$ cat config.mk
export PLATFORM = sky130hd
export DESIGN_NAME = ste_bus_arbiter
export DESIGN_NICKNAME = d
export VERILOG_FILES = /design/src/rtl/ste_bus_pkg.sv /design/src/rtl/ste_arb_pick.sv /design/src/rtl/ste_bus_arbiter.sv
export SDC_FILE = /design/constraint.sdc
export NUM_CORES = 1
export LEC_CHECK = 0
export ABC_AREA = 1
export CAP_MARGIN = 15
export CORE_MARGIN = 3
export CORE_UTILIZATION = 45
export DETAILED_ROUTE_END_ITERATION = 10
export GPL_TIMING_DRIVEN = 0
export HOLD_SLACK_MARGIN = 0.08
export PLACE_DENSITY_LB_ADDON = 0.2
export SYNTH_ARGS = -nofsm -noshare
export SYNTH_HDL_FRONTEND = slang
export SYNTH_HIERARCHICAL = 1
export SYNTH_SLANG_ARGS = --single-unit
$ cat constraint.sdc
create_clock -name clk32 -period 1.4 [get_ports clk32]
set_input_delay 0.28 -clock clk32 [delete_from_list [all_inputs] [get_ports clk32]]
set_output_delay 0.28 -clock clk32 [all_outputs]
set_load 0.05 [all_outputs]
$ cat src/rtl/ste_bus_pkg.sv
// Shared types and constants for the 68000 bus arbiter.
// Imported by the arbiter top and its picker.
package ste_bus_pkg;

  typedef enum logic [2:0] {
    IDLE    = 3'd0,
    REQ     = 3'd1,
    GRANT   = 3'd2,
    OWNED   = 3'd3,
    RELEASE = 3'd4
  } arb_state_t;

  localparam int GNT_TMO_DEF = 15;
  localparam int NREQ_MAX    = 4;

endpackage

$ cat src/rtl/ste_arb_pick.sv
// Combinational winner picker.
// Fixed priority (index 0 first) or round-robin after the last owner.
module ste_arb_pick
  import ste_bus_pkg::*;
#(
  parameter int NREQ = 2,
  parameter int OW   = 1
) (
  input  logic [NREQ-1:0] req,
  input  logic [OW-1:0]   last,
  input  logic            rr,
  output logic            any,
  output logic [OW-1:0]   idx
);

  logic w_found;
  int   w_pos;

  assign any = |req;

  always_comb begin
    idx     = '0;
    w_found = 1'b0;
    w_pos   = 0;
    for (int k = 0; k < NREQ; k++) begin
      w_pos = rr ? (int'(last) + 1 + k) % NREQ : k;
      if (!w_found && req[w_pos]) begin
        idx     = OW'(w_pos);
        w_found = 1'b1;
      end
    end
  end

endmodule

$ cat src/rtl/ste_bus_arbiter.sv
// BR/BG/BGACK arbiter sharing the 68000 bus between the CPU
// and up to four alternate masters, stepped on the 8 MHz enable.
module ste_bus_arbiter
  import ste_bus_pkg::*;
#(
  parameter int NREQ    = 2,
  parameter int RR      = 0,
  parameter int GNT_TMO = GNT_TMO_DEF,
  parameter int OW      = (NREQ > 1) ? $clog2(NREQ) : 1
) (
  input  logic            clk32,
  input  logic            resb,
  input  logic            clk_en,
  input  logic [NREQ-1:0] req_n,
  input  logic [NREQ-1:0] ack_n,
  output logic [NREQ-1:0] gnt_n,
  output logic            cpu_br_n,
  input  logic            cpu_bg_n,
  input  logic            cpu_as_n,
  output logic            bgack_n,
  output logic [OW-1:0]   owner,
  output logic            owner_valid,
  output logic            bus_free,
  output logic            tmo_err
);

  localparam int TW = (GNT_TMO <= 15) ? 4 : $clog2(GNT_TMO + 1);
  localparam logic [TW:0] TMO_LIM = GNT_TMO[TW:0];

  arb_state_t      r_state;
  arb_state_t      w_state_nxt;
  logic [NREQ-1:0] r_gnt_n;
  logic [NREQ-1:0] w_gnt_nxt;
  logic            r_br_n;
  logic            w_br_nxt;
  logic [OW-1:0]   r_owner;
  logic [OW-1:0]   w_owner_nxt;
  logic [OW-1:0]   r_last;
  logic [OW-1:0]   w_last_nxt;
  logic [TW-1:0]   r_timer;
  logic [TW-1:0]   w_timer_nxt;
  logic            r_valid;
  logic            w_valid_nxt;
  logic            r_tmo;
  logic            w_tmo_nxt;

  logic [NREQ-1:0] w_req;
  logic            w_any;
  logic [OW-1:0]   w_pick;
  logic            w_own_req;
  logic            w_own_ack;
  logic            w_tmo_hit;

  assign w_req     = ~req_n;
  assign w_own_req = w_req[r_owner];
  assign w_own_ack = ~ack_n[r_owner];
  // Fires on the tick where the incremented count would reach the limit.
  assign w_tmo_hit = ({1'b0, r_timer} + 1'b1) >= TMO_LIM;

  ste_arb_pick #(
    .NREQ(NREQ),
    .OW  (OW)
  ) u_pick (
    .req (w_req),
    .last(r_last),
    .rr  (RR != 0),
    .any (w_any),
    .idx (w_pick)
  );

  always_ff @(posedge clk32 or negedge resb) begin
    if (!resb) begin
      r_state <= IDLE;
    end else if (clk_en) begin
      r_state <= w_state_nxt;
    end
  end

  always_comb begin
    w_state_nxt = r_state;
    w_gnt_nxt   = r_gnt_n;
    w_br_nxt    = r_br_n;
    w_owner_nxt = r_owner;
    w_last_nxt  = r_last;
    w_timer_nxt = r_timer;
    w_tmo_nxt   = 1'b0;
    unique case (r_state)
      IDLE: begin
        if (w_any) begin
          w_state_nxt = REQ;
          w_br_nxt    = 1'b0;
          w_owner_nxt = w_pick;
        end
      end
      REQ: begin
        if (!w_own_req) begin
          if (w_any) w_owner_nxt = w_pick;
          else       w_state_nxt = RELEASE;
        end else if (!cpu_bg_n && cpu_as_n) begin
          w_state_nxt        = GRANT;
          w_gnt_nxt          = '1;
          w_gnt_nxt[r_owner] = 1'b0;
          w_timer_nxt        = '0;
        end
      end
      GRANT: begin
        if (cpu_bg_n) begin
          w_state_nxt = REQ;
          w_gnt_nxt   = '1;
        end else if (w_own_ack) begin
          w_state_nxt = OWNED;
          w_gnt_nxt   = '1;
          w_br_nxt    = 1'b1;
          w_last_nxt  = r_owner;
        end else if (w_tmo_hit) begin
          w_state_nxt = RELEASE;
          w_gnt_nxt   = '1;
          w_tmo_nxt   = 1'b1;
        end else if (r_timer != '1) begin
          w_timer_nxt = r_timer + 1'b1;
        end
      end
      OWNED: begin
        if (!w_own_ack) begin
          w_state_nxt = RELEASE;
          // Keep BR low across back-to-back ownerships.
          w_br_nxt    = !w_any;
        end
      end
      RELEASE: begin
        if (w_any) begin
          w_state_nxt = REQ;
          w_br_nxt    = 1'b0;
          w_owner_nxt = w_pick;
        end else begin
          w_state_nxt = IDLE;
          w_br_nxt    = 1'b1;
        end
      end
      default: w_state_nxt = IDLE;
    endcase
    w_valid_nxt = (w_state_nxt == GRANT) || (w_state_nxt == OWNED);
  end

  always_ff @(posedge clk32 or negedge resb) begin
    if (!resb) begin
      r_gnt_n <= '1;
      r_br_n  <= 1'b1;
      r_owner <= '0;
      r_last  <= OW'(NREQ - 1);
      r_timer <= '0;
      r_valid <= 1'b0;
      r_tmo   <= 1'b0;
    end else begin
      r_tmo <= clk_en & w_tmo_nxt;
      if (clk_en) begin
        r_gnt_n <= w_gnt_nxt;
        r_br_n  <= w_br_nxt;
        r_owner <= w_owner_nxt;
        r_last  <= w_last_nxt;
        r_timer <= w_timer_nxt;
        r_valid <= w_valid_nxt;
      end
    end
  end

  assign gnt_n       = r_gnt_n;
  assign cpu_br_n    = r_br_n;
  assign owner       = r_owner;
  assign owner_valid = r_valid;
  assign tmo_err     = r_tmo;
  assign bgack_n     = &ack_n;
  assign bus_free    = (r_state == IDLE) && cpu_bg_n;

endmodule
# Yosys cells after proc, flatten, opt, wreduce, memory -nomap -nowiden
# Index checks and enable logic that the tools add are counted.
[word_totals]
ff_bits = 13
latch_bits = 0
mem_bits_rw = 0
romBits = 0
input_bits = 9
out_inout_bits = 8
wordCells = 96
mem_count = 0
[op_classes]
n_addsub = 2
mul = 0
n_div = 0
n_lt_le_gt_ge = 3
n_eq_ne = 18
shift = 0
mux = 44
bitwise_logic = 3
n_reduce_logical = 19
[op_table]
columns = ["operator", "n"]
rows = [
  ["two-way mux 3 bit", 8],
  ["two-way mux 4 bit", 6],
  ["inequality test 2 bit (second input constant)", 10],
  ["two-way mux 1 bit", 19],
  ["case mux 3 bit (5 select lines)", 1],
  ["== test 3 x 2 -> 1 bit (second input constant)", 4],
  ["two-way mux 2 bit", 5],
  ["inequality test 4 bit (second input constant)", 2],
  ["case mux 4 bit (2 select lines)", 1],
  ["AND reduction 8 bit", 1],
  ["AND reduction 6 bit", 1],
  ["adder 4 x 1 -> 5 bit (second input constant)", 1],
  [">= comparator 5 x 4 -> 1 bit (second input constant)", 1],
  ["AND reduction 5 bit", 1],
  ["adder 4 x 1 -> 4 bit (second input constant)", 1],
  ["logical AND 1 bit", 4],
  ["NOT 2 bit", 2],
  ["case mux 1 bit (4 select lines)", 1],
  ["case mux 2 bit (2 select lines)", 1],
  ["nonzero test 2 bit", 2],
  ["nonzero test 4 bit", 1],
  ["OR reduction 2 bit", 2],
  ["== test 3 x 1 -> 1 bit (second input constant)", 1],
  ["== test 3 bit (second input constant)", 1],
  ["other kinds (10)", 12],
]

# Logic depth before layout (Yosys ltp)
[depth]
ltp_word = 8
ltp_mapped = 12
depth_no_buf = 12

# Hierarchy
# The synthesis kept the hierarchy.
[modules_own_cells]
columns = ["module", "instances", "cells_per_inst", "area_each_um2", "seq_area_each_um2"]
rows = [
  ["ste_bus_arbiter", 1, 139, 974.7, 355.3],
  ["ste_arb_pick", 1, 5, 22.5, 0.0],
]

# Worst setup path before layout
# Ideal clock, no wire load.
[synth_path]
kind = "register to output"
from = "register r_state[0]"
to = "output bus_free"
t_arrival_ps = 1697
t_required_ps = 1120
path_slack_ps = -577
path_stages_with_launch = 4
n_path_buf = 0
path_cell_list = "dfrtp_1 > nor2_1 > inv_1 > nor3_1"
[synth_between]
elab_chain_cells = 2
[synth_lines]
columns = ["element", "line", "text"]
rows = [
  ["start: declaration", "ste_bus_arbiter.sv:30", "arb_state_t r_state;"],
  ["start signal: assignment", "ste_bus_arbiter.sv:75", "r_state <= w_state_nxt;"],
  ["zero test 3 bit", "ste_bus_arbiter.sv:173", "assign bus_free = (r_state == IDLE) && cpu_bg_n;"],
  ["logical AND 1 bit", "ste_bus_arbiter.sv:173", ""],
  ["end: declaration", "ste_bus_arbiter.sv:23", "output logic bus_free,"],
]
# No other way between the ends.

# Worst setup path in the final report
[layout_path]
from = "register r_timer[1]"
to = "register r_state[2]"
[layout_between]
elab_chain_cells = 6
[layout_lines]
columns = ["element", "line", "text"]
rows = [
  ["start: declaration", "ste_bus_arbiter.sv:40", "logic [TW-1:0] r_timer;"],
  ["start signal: assignment", "ste_bus_arbiter.sv:161", "r_timer <= w_timer_nxt;"],
  ["adder 4 x 1 -> 5 bit", "ste_bus_arbiter.sv:58", "assign w_tmo_hit = ({1'b0, r_timer} + 1'b1) >= TMO_LIM;"],
  [">= comparator 5 x 4 -> 1 bit", "ste_bus_arbiter.sv:58", ""],
  ["two-way mux 3 bit", "ste_bus_arbiter.sv:115", "end else if (w_tmo_hit) begin"],
  ["two-way mux 3 bit", "ste_bus_arbiter.sv:110", "end else if (w_own_ack) begin"],
  ["two-way mux 3 bit", "ste_bus_arbiter.sv:107", "if (cpu_bg_n) begin"],
  ["case mux 3 bit (5 select lines)", "ste_bus_arbiter.sv:87", "unique case (r_state)"],
]
# No other way between the ends.
# A chain may end at the register's enable or synchronous reset.

==> metrics.md <==
| Metric | Value |
|---|---|
| Status | finished, violations left |
| Failing checks | setup timing |
| Post-synth net total | 155 |
| Largest net degree at the start of global routing | 15 |
| Slew Limit Fails | 0 |
| Fin crit share | 112.2% |
| Hold Violations, Final | 0 |
| Area growth, synth to finish | 43.29% |
| CP max FO | 4 |
| Clock latency on the worst-skew pair | 0.29 ns |
| Initial Utilization | 49.32% |
| Tmin final | 1.570 ns |
| Area of the multi-input gates | 681.9 um2 |
| Clk sinks | 14 |
| Post-CTS Hold Fix Bufs | 0 |
| Fin Setup TNS | -1.256 ns |
| Largest family of logic cells by synthesized area | simple AND/OR/NAND/NOR gates |
| Routed length per instance | 13.40 um |
| Commonest non-fill, non-tap cells in the layout | 40 x nand2_1, 12 x nand2_2, 12 x buf_4 |
| CP Data Required Time | 1.63 ns |
| H-tree depth | 1 |
| CTS tree | yes |
| Total Wirelength | 2.707 mm |
| Clock transition at path regs | 0.09 ns |
| Post-DP HPWL | 1.603 mm |
| Adder-cell share of the synthesized area | 2.509% |
| Slew headroom | 57.27% |
| Crit path launch type | flip-flop |
| Ys async rst share | 100.0% |
| Post-Syn Instances | 144 |
| Worst Hold Path Cells | 3 |
| Max cap viols | 0 |
| Area of the core | 2022 um2 |
| DRT antenna net count | 0 |
| # diodes | 0 |
| Post-synth EDFFs | 0 |
| DP Cell Count | 186 |
| Most common cell after layout, fill and taps aside | nand2_1 |
| Total track usage | 18.60% |
| # IOs | 17 |
| Worst IR drop on VDD | 0.001302 V |
| FF+latch count, synth | 14 |
| Layout cells sized above 1 | 44.57% |
| Mean Syn Cell Area | 6.925 um2 |
| GPL Wtd Cong | 0.8038 |
| CP cell instances | ha_2 > nand2_1 > nand2_2 > nor2_4 > nand2_4 > nand2_4 > nand4_1 > nand2_1 > nand2_1 > nand2_1 |
| Clk_skew | 0.006322 ns |
| Count of final setup violators | 12 |
| Mux share of post-synthesis cell area | 0% |
| Simple-gate share of the synthesized area | 44.54% |
| Setup crit end kind | flip-flop |
| Filler cells | 166 |
| Unrepaired setup endpoints after global routing | true |
| Vias | 1084 |
| CP peak stage delay | 0.45 ns |
| Synth Area in Compound Gates | 8.783% |
| Synth warn | 6 |
| # rows | 16 |
| Slew @ Worst Pin | 0.6390 ns |
| Pwr per Cell Area | 1627 nW/um2 |
| Layout net count | 187 |
| Vias per cell | 5.366 |
| Leak | 0.6939 nW |
| Synthesized cell area | 997.2 um2 |
| Ys flop type | dfrtp_1 |
| DRT Pass-1 Iters | 4 |
| Residual DRC | 0 |
| Clock Path Buffers | 2 |
| Setup WS post-layout | -0.1704 ns |
| Initial drt markers | 33 |
| Placed inst area | 1194 um2 |
| Worst Reg-to-Reg Cells | 10 |
| WP data arrival | 1.80 ns |
| TritonCTS buffer count | 3 |
| Post-Layout Cell Count | 202 |
| Initial antenna violation count | 0 |
| Post-route cell area | 1429 um2 |
| Most frequent CP cell | nand2_1 |
| Vias in the first global route | 883 |
| Synth Area in XOR/XNOR | 0% |
| Synth unique cells | 29 |
| Global-route wire length before repair | 3.760 mm |
| DIE AREA | 2817 um2 |
| Critical-path top delay cell | dfrtp_2 |
| Overflow after GRT | 0 |
| Hold crit path type | in -> reg |
| Total power | 2.325 mW |
| F_max | 0.6368 GHz |
| Sequential-to-total area share from yosys stat | 35.63% |
| Register Area | 361.6 um2 |
| Setup slack after placement | -0.7364 ns |
| Die height | 53.08 um |
| Port Buf Inserts | 15 |
| Die Span X | 53.08 um |
| Root Driver | clkbuf_4 |
| Crit Path Class | reg -> reg |
what timing repair did:
action	in CTS	in global routing
endpoints found under the hold margin	0	0
setup endpoints to repair	19	18
gates resized for setup	46	38
cloned	0	0
pin swaps	4	25
setup buffers	4	8
layer usage:
metal  vias up  GRT usage, %  part of all wire [%]
li1        525             -                     -
met1       486         22.90                    42
met2        60         29.75                    47
met3        13         3.944                   7.0
met4         0         10.64                   3.6
met5         -             0                     0
Yosys cell counts, types with 3 or more instances:
cell	number	area, um2
nand2_1	49	183.9
inv_1	14	52.55
nor2_1	12	45.04
dfrtp_1	10	250.2
nand3_1	8	40.04
nand2_2	5	31.28
a21oi_1	4	20.02
dfstp_2	4	105.1
inv_2	4	15.01
nand4_1	4	25.02
o21ai_0	4	20.02
nand3b_1	3	22.52
o21ai_1	3	15.01
sequential cells by signal, indices dropped and copies added, names as in the netlist:
name         count
r_last           1
r_timer          4
gnt_n            2
owner_valid      1
cpu_br_n         1
owner            1
tmo_err          1
r_state          3
per-stage QoR:
| step | hold slack, ns | util [%] |
|---|---|---|
| floorplan | -0.01559 | - |
| global placement | 0.4557 | 59.03 |
| detailed placement | 0.4619 | 59.03 |
| CTS | 0.3023 | 62.75 |
| global route | 0.3355 | 70.67 |
| finish | 0.3025 | 70.67 |
where the power goes:
part / switching [mW] / internal, mW / leakage [nW]
Sequential: 0.116 / 0.559 / 0.169
Clock: 0.142 / 0.158 / 0.0210
Combinational: 0.869 / 0.482 / 0.504
worst max-delay path: cells and delay by family, from the launching register on:
| family | cells | cell delay (ns) |
|---|---|---|
| fa+ha+maj | 1 | 0.22 |
| flops | 1 | 0.45 |
| simple gates | 9 | 0.84 |
final timing paths:
kind	from	endpoint	slack, ns
max reg2reg	r_timer[1]	r_state[2]	-0.17
min in group asynchronous	resb	owner	0.38
max in group asynchronous	resb	r_timer[1]	0.57
max	r_timer[1]	r_state[2]	-0.17
min	clk_en	r_state[0]	0.30
min reg2reg	gnt_n[1]	gnt_n[1]	0.47
logic make-up (layout without fill, tap and decap cells):
| kind of cell | Yosys count | count (layout) |
|---|---|---|
| compound gates | 15 | 15 |
| flops | 14 | 14 |
| other cells | 1 | 1 |
| fa+ha+maj | 2 | 2 |
| buf+inv | 21 | 52 |
| simple gates | 91 | 91 |
final cells by class:
cell class                 instances  area share, %
inverter                          20          6.130
buffer                             1         0.3503
sequential                        14          25.31
multi-input combinational        109          47.72
timing repair buffer              27          15.59
tap                               27          2.364
clock buffer                       4          2.539
Power figures use the tool's default switching activity.
